===== config.mk =====
export PLATFORM = sky130hd
export DESIGN_NAME = vga_write_arbiter
export DESIGN_NICKNAME = d
export VERILOG_FILES = /design/src/rtl/vga_pkg.sv /design/src/rtl/rr_arbiter.sv /design/src/rtl/vga_write_arbiter.sv
export SDC_FILE = /design/constraint.sdc
export NUM_CORES = 1
export LEC_CHECK = 0
export BUFFER_PORTS_ARGS = -buffer_cell sky130_fd_sc_hd__buf_2
export CAP_MARGIN = 10
export CORE_MARGIN = 5
export CORE_UTILIZATION = 45
export DETAILED_ROUTE_END_ITERATION = 10
export GPL_ROUTABILITY_DRIVEN = 0
export PLACE_DENSITY = 0.62
export RECOVER_POWER = 100
export SYNTH_ARGS = -nofsm -noshare
export SYNTH_HDL_FRONTEND = slang
export SYNTH_SLANG_ARGS = --single-unit

===== constraint.sdc =====
create_clock -name clk_proc -period 6.5 [get_ports clk_proc]
set_input_delay 0.65 -clock clk_proc [delete_from_list [all_inputs] [get_ports clk_proc]]
set_output_delay 0.65 -clock clk_proc [all_outputs]
set_load 0.005 [all_outputs]

===== src/rtl/vga_pkg.sv =====
// -----------------------------------------------------------------------------
// vga_pkg
// Shared screen geometry, pixel record and arbiter state encoding for the
// framebuffer write path.
//   SCREEN_W / SCREEN_H : visible screen size in pixels
//   X_W / Y_W / COLOR_W : coordinate and colour widths of the write port
//   pixel_t             : one framebuffer write {x, y, color}
//   state_e             : write-arbiter mode (IDLE arbitration / CLEAR sweep)
// -----------------------------------------------------------------------------
package vga_pkg;

    localparam int SCREEN_W = 160;
    localparam int SCREEN_H = 120;
    localparam int X_W      = 8;
    localparam int Y_W      = 7;
    localparam int COLOR_W  = 3;

    typedef struct packed {
        logic [X_W-1:0]     x;
        logic [Y_W-1:0]     y;
        logic [COLOR_W-1:0] color;
    } pixel_t;

    typedef enum logic [0:0] {
        IDLE  = 1'b0,
        CLEAR = 1'b1
    } state_e;

    // True when the pixel lies inside a w x h screen.
    function automatic logic pix_in_range(input pixel_t p, input int w, input int h);
        return (int'(p.x) < w) && (int'(p.y) < h);
    endfunction

endpackage


===== src/rtl/rr_arbiter.sv =====
// -----------------------------------------------------------------------------
// rr_arbiter
// Generic N-way round-robin arbiter. The search starts at the pointer and
// wraps upward; after a grant to index i the pointer moves to (i+1) mod N.
// Ports:
//   clk_i    : clock, rising edge
//   rst_i    : synchronous active-high reset (pointer -> 0)
//   en_i     : arbitration allowed this cycle (0 forces no grant, pointer holds)
//   req_i    : per-requester request
//   grant_o  : one-hot or zero grant (combinational)
//   idx_o    : index of the granted requester
//   valid_o  : a grant is issued this cycle
// -----------------------------------------------------------------------------
module rr_arbiter #(
    parameter  int N  = 3,
    localparam int IW = $clog2(N)
) (
    input  logic          clk_i,
    input  logic          rst_i,
    input  logic          en_i,
    input  logic [N-1:0]  req_i,
    output logic [N-1:0]  grant_o,
    output logic [IW-1:0] idx_o,
    output logic          valid_o
);

    logic [IW-1:0] ptr_q;
    logic [IW-1:0] ptr_d;

    // Rotating-priority search and next-pointer computation.
    always_comb begin
        int   cand;
        int   win;
        logic hit;
        grant_o = '0;
        idx_o   = '0;
        valid_o = 1'b0;
        ptr_d   = ptr_q;
        win     = 0;
        cand    = 0;
        hit     = 1'b0;
        for (int off = 0; off < N; off++) begin
            cand    = (int'(ptr_q) + off >= N) ? int'(ptr_q) + off - N : int'(ptr_q) + off;
            hit     = en_i && !valid_o && req_i[cand];
            win     = hit ? cand : win;
            valid_o = valid_o | hit;
        end
        if (valid_o) begin
            grant_o[win] = 1'b1;
            idx_o        = IW'(win);
            ptr_d        = IW'((win + 1) % N);
        end else begin
            ptr_d = ptr_q;
        end
    end

    // Round-robin pointer register.
    always_ff @(posedge clk_i) begin
        if (rst_i) begin
            ptr_q <= '0;
        end else begin
            ptr_q <= ptr_d;
        end
    end

endmodule


===== src/rtl/vga_write_arbiter.sv =====
// -----------------------------------------------------------------------------
// vga_write_arbiter
// Shares the single framebuffer pixel-write port between NUM_REQ requesters
// with round-robin arbitration, one pixel per cycle, registered outputs.
// Granted pixels outside the screen are consumed and flagged on oob.
// Optional clear engine (macro VGA_ARB_CLEAR_EN) sweeps the screen row-major
// with one colour; while it runs requests are stalled (grant=0).
// Ports:
//   clk_proc, rst                 : clock and synchronous active-high reset
//   req/req_x/req_y/req_color     : packed per-requester write requests
//   grant                         : combinational one-hot accept
//   clear_start, clear_color      : clear trigger and fill colour
//   busy                          : clear engine running
//   vga_we/vga_x/vga_y/vga_dout   : registered framebuffer write port
//   oob                           : registered out-of-range drop pulse
// -----------------------------------------------------------------------------
module vga_write_arbiter
    import vga_pkg::*;
#(
    parameter int NUM_REQ  = 3,
    parameter int SCREEN_W = vga_pkg::SCREEN_W,
    parameter int SCREEN_H = vga_pkg::SCREEN_H
) (
    input  logic                   clk_proc,
    input  logic                   rst,
    input  logic [NUM_REQ-1:0]     req,
    input  logic [NUM_REQ*8-1:0]   req_x,
    input  logic [NUM_REQ*7-1:0]   req_y,
    input  logic [NUM_REQ*3-1:0]   req_color,
    output logic [NUM_REQ-1:0]     grant,
    input  logic                   clear_start,
    input  logic [2:0]             clear_color,
    output logic                   busy,
    output logic                   vga_we,
    output logic [7:0]             vga_x,
    output logic [6:0]             vga_y,
    output logic [2:0]             vga_dout,
    output logic                   oob
);

    localparam int IW = $clog2(NUM_REQ);

    logic          arb_en_s;
    logic          arb_valid_s;
    logic [IW-1:0] arb_idx_s;
    pixel_t        gpix_s;
    logic          clearing_s;
    pixel_t        clr_pix_s;

    logic          we_d,  we_q;
    logic          oob_d, oob_q;
    pixel_t        out_d, out_q;

`ifdef VGA_ARB_CLEAR_EN
    state_e               state_q, state_d;
    logic [X_W-1:0]       cx_q, cx_d;
    logic [Y_W-1:0]       cy_q, cy_d;
    logic [COLOR_W-1:0]   ccol_q, ccol_d;

    // A clear_start in IDLE pre-empts arbitration for that cycle.
    assign arb_en_s   = ~rst & (state_q == IDLE) & ~clear_start;
    assign clearing_s = (state_q == CLEAR);
    assign busy       = (state_q == CLEAR);
    assign clr_pix_s  = '{x: cx_q, y: cy_q, color: ccol_q};

    // Clear FSM next state and row-major sweep counters.
    always_comb begin
        state_d = state_q;
        cx_d    = cx_q;
        cy_d    = cy_q;
        ccol_d  = ccol_q;
        case (state_q)
            IDLE: begin
                if (clear_start) begin
                    state_d = CLEAR;
                    cx_d    = '0;
                    cy_d    = '0;
                    ccol_d  = clear_color;
                end else begin
                    state_d = IDLE;
                end
            end
            CLEAR: begin
                if (cx_q == X_W'(SCREEN_W - 1)) begin
                    cx_d = '0;
                    if (cy_q == Y_W'(SCREEN_H - 1)) begin
                        cy_d    = '0;
                        state_d = IDLE;
                    end else begin
                        cy_d = cy_q + 1'b1;
                    end
                end else begin
                    cx_d = cx_q + 1'b1;
                end
            end
            default: begin
                state_d = IDLE;
            end
        endcase
    end

    // Clear FSM state and counter registers.
    always_ff @(posedge clk_proc) begin
        if (rst) begin
            state_q <= IDLE;
            cx_q    <= '0;
            cy_q    <= '0;
            ccol_q  <= '0;
        end else begin
            state_q <= state_d;
            cx_q    <= cx_d;
            cy_q    <= cy_d;
            ccol_q  <= ccol_d;
        end
    end
`else
    logic unused_clear_s;

    assign unused_clear_s = ^{clear_start, clear_color};
    assign arb_en_s       = ~rst;
    assign clearing_s     = 1'b0;
    assign busy           = 1'b0;
    assign clr_pix_s      = '0;
`endif

    rr_arbiter #(
        .N (NUM_REQ)
    ) u_rr_arbiter (
        .clk_i   (clk_proc),
        .rst_i   (rst),
        .en_i    (arb_en_s),
        .req_i   (req),
        .grant_o (grant),
        .idx_o   (arb_idx_s),
        .valid_o (arb_valid_s)
    );

    assign gpix_s = '{x:     req_x[int'(arb_idx_s)*X_W +: X_W],
                      y:     req_y[int'(arb_idx_s)*Y_W +: Y_W],
                      color: req_color[int'(arb_idx_s)*COLOR_W +: COLOR_W]};

    // Next write-port values; coordinates hold whenever no write issues.
    always_comb begin
        we_d  = 1'b0;
        oob_d = 1'b0;
        out_d = out_q;
        if (clearing_s) begin
            we_d  = 1'b1;
            out_d = clr_pix_s;
        end else if (arb_valid_s) begin
            if (pix_in_range(gpix_s, SCREEN_W, SCREEN_H)) begin
                we_d  = 1'b1;
                out_d = gpix_s;
            end else begin
                oob_d = 1'b1;
            end
        end else begin
            out_d = out_q;
        end
    end

    // Registered framebuffer write port.
    always_ff @(posedge clk_proc) begin
        if (rst) begin
            we_q  <= 1'b0;
            oob_q <= 1'b0;
            out_q <= '0;
        end else begin
            we_q  <= we_d;
            oob_q <= oob_d;
            out_q <= out_d;
        end
    end

    assign vga_we   = we_q;
    assign oob      = oob_q;
    assign vga_x    = out_q.x;
    assign vga_y    = out_q.y;
    assign vga_dout = out_q.color;

endmodule


==> flow_summary.json <==
{
  "core_area_mm2": 0.0127,
  "final.min_clock_period_ps": 5890,
  "drive_above_1_share_pct": 13.3,
  "cpMaxStageDelayCell": "nor4b_1",
  "clk_pin_slew_worst_paths_ps": 60,
  "worst_slew_pin_slew_ps": 1160,
  "antenna_cells": 0,
  "dp_hpwl_um": 12800,
  "fmax_ghz": 0.170,
  "initialDrtViolationCount": 597,
  "max_cap_violations": 0,
  "cts_setup_buffers": 0,
  "io_pins": 87,
  "drc": 0,
  "cts_tree": "built",
  "crit_chain": "inv_1 > ha_1 > nor4b_1 > o21bai_1 > nor4_1 > a21oi_1 > o21ai_2 > ha_1 > xnor2_1 > xnor2_1 > inv_1 > a21oi_1 > nor2_1 > ha_1 > and3b_1 > or3_1 > nand3_1 > xor2_1 > ha_1 > nand2b_1 > a311o_1 > a32oi_2 > and4bb_1 > a211oi_1",
  "cellLeakagePower_nw": 2.58,
  "n_fill_cell": 1404,
  "drv_slew": 0,
  "crit_arrival_ps": 6030,
  "max-slew-margin-rel_pct": 22.5,
  "place_area_mm2": 0.00639,
  "dieHeight_um": 124,
  "antenna_found_initial": 0,
  "firstDrtPassIters": 6,
  "synth_seq_area_share_pct": 7.47,
  "routedWlPerCell_um": 15.5,
  "die_x_um": 124,
  "setup-tns-final_ps": 0,
  "grt_pass1_vias": 6239,
  "grt_pass1_wl_um": 28900,
  "htree_levels": 1,
  "ys_seq_elements": 22,
  "yosys_warnings": 0,
  "clock_latency_ps": 260,
  "synth_enable_flop_cells": 0,
  "gr-total-overflow": 0,
  "cts-root-buf": "clkbuf_16",
  "status": "complete, no violations",
  "design_area_mm2": 0.00645,
  "cp_top_family": "simple AND/OR/NAND/NOR gates",
  "synth.avg_cell_area_um2": 6.82,
  "grt_max_degree": 40,
  "grt_setup_unrepaired": "no",
  "layout.cells.most_common": "nand2_1",
  "cp_slowest_stage_delay_ps": 530,
  "clock-sinks": 22,
  "die_area_mm2": 0.0155,
  "syn2layout_area_growth_pct": 9.34,
  "portBuffers": 81,
  "drt_wl_total_um": 17000,
  "hp-class": "flop to flop",
  "path_buf_inv": 2,
  "postSynthCellCount": 864,
  "holdBufCountCts": 0,
  "ys.flop_type": "dfxtp_1",
  "finalHoldViolCount": 0,
  "period_share_pct": 90.6,
  "crit_fanout": 11,
  "async_flop_share_pct": 0,
  "setup.worst_path.class": "flop to flop",
  "yosysUniqueCellTypes": 107,
  "layout_common_cells": "112 x nand2_1, 103 x nor2_1, 66 x a21oi_1",
  "fin_skew_ps": 4.54,
  "cts_buffer_depth": 2,
  "worst_ep_required_time_ps": 6640,
  "nNetsFinal": 1013,
  "dr_total_vias": 6762,
  "cpMostUsedCell": "ha_1",
  "power.total_mw": 1.95,
  "routed_via_density": 6.17,
  "crit_path_end_kind": "flop",
  "grt_use_total_pct": 20.7,
  "cts_resized": 0,
  "cts_buffers": 3,
  "setup_viol": 0,
  "vdd_drop_max_v": 0.000195,
  "fp-row-count": 41,
  "initial_core_util_pct": 46.3,
  "power_density_mw_per_mm2": 302,
  "drtAntennaViolNets": 0,
  "syn_area_mm2": 0.00590,
  "start_kind": "flop"
}
==> state kept, by name, indices dropped and copies added, names as in the netlist <==
name and cells:
vga_x 8, vga_dout 3, u_rr_arbiter.ptr_q 2, vga_we 1
oob 1, vga_y 7
==> final cells by class <==
class / count / area, um^2 / share of cell area (%)
multi-input cells: 792 / 5210 / 80.8
flip-flops and latches: 22 / 440 / 6.83
repair buffers: 85 / 415 / 6.44
inverters: 21 / 78.8 / 1.22
clock buffers: 4 / 88.8 / 1.38
well taps: 172 / 215 / 3.34
==> report_power, final <==
| part | internal, mW | leakage [nW] | switching, mW | total, mW |
|---|---|---|---|---|
| registers | 0.190 | 0.181 | 0.0299 | 0.220 |
| clock network | 0.0940 | 0.0442 | 0.0498 | 0.144 |
| logic | 0.619 | 2.36 | 0.963 | 1.58 |
| total | 0.903 | 2.58 | 1.04 | 1.95 |
==> cell families after synthesis <==
family,synth area share (%)
fa+ha+maj,5.31
mux,5.98
xor+xnor,5.48
simple gates,31.8
buf+inv,5.35
other cells,0.127
compound gates,38.5
flops,7.47
==> cells in the mapped netlist, drive strengths merged (12+ instances only) <==
library cell	count	share of area [%]
a211oi	22	3.2
a21oi	69	6.0
a31oi	17	1.8
and2	12	1.3
buf	19	2.0
clkbuf	31	2.0
dfxtp	22	7.5
ha	25	5.3
inv	20	1.3
mux2i	30	5.2
nand2	112	7.1
nand3	34	3.0
nand4	19	2.2
nor2	105	7.0
nor3	33	3.0
o2111ai	14	2.4
o211ai	14	2.0
o21ai	44	3.9
xnor2	24	3.7
xor2	12	1.8
==> stage by stage <==
| stage | util (%) | instances | hold WS [ps] | setup slack (ps) |
|---|---|---|---|---|
| finish | 50.7 | 1096 | 486 | 610 |
| detailed placement | 50.2 | 1092 | 471 | 778 |
| CTS | 50.9 | 1096 | 484 | 737 |
| global route | 50.7 | 1096 | 518 | 176 |
| floorplan | - | 885 | 479 | 864 |
| global placement | 50.2 | 1092 | 467 | 816 |
==> worst paths after layout <==
kind | start | to | slack, ps | depth (start not counted)
min | vga_x[1] | vga_x[1] | 490 | 2
max reg2reg | u_rr_arbiter.ptr_q[1] | u_rr_arbiter.ptr_q[1] | 610 | 24
min reg2reg | vga_x[1] | vga_x[1] | 490 | 2
max | u_rr_arbiter.ptr_q[1] | u_rr_arbiter.ptr_q[1] | 610 | 24
==> metal layers <==
metal | GRT usage (%) | vias up | wire length (um)
met5 | 0 | - | 0
li1 | - | 3419 | -
met3 | 2.44 | 17 | 933
met2 | 36.0 | 223 | 7960
met1 | 27.6 | 3103 | 7940
met4 | 4.26 | 0 | 169
==> worst min-delay path: stages (launching register included) <==
cell and delay (ps):
dfxtp_1 320, a21oi_1 60, nor2_1 70
(Power assumes the default switching activity.)
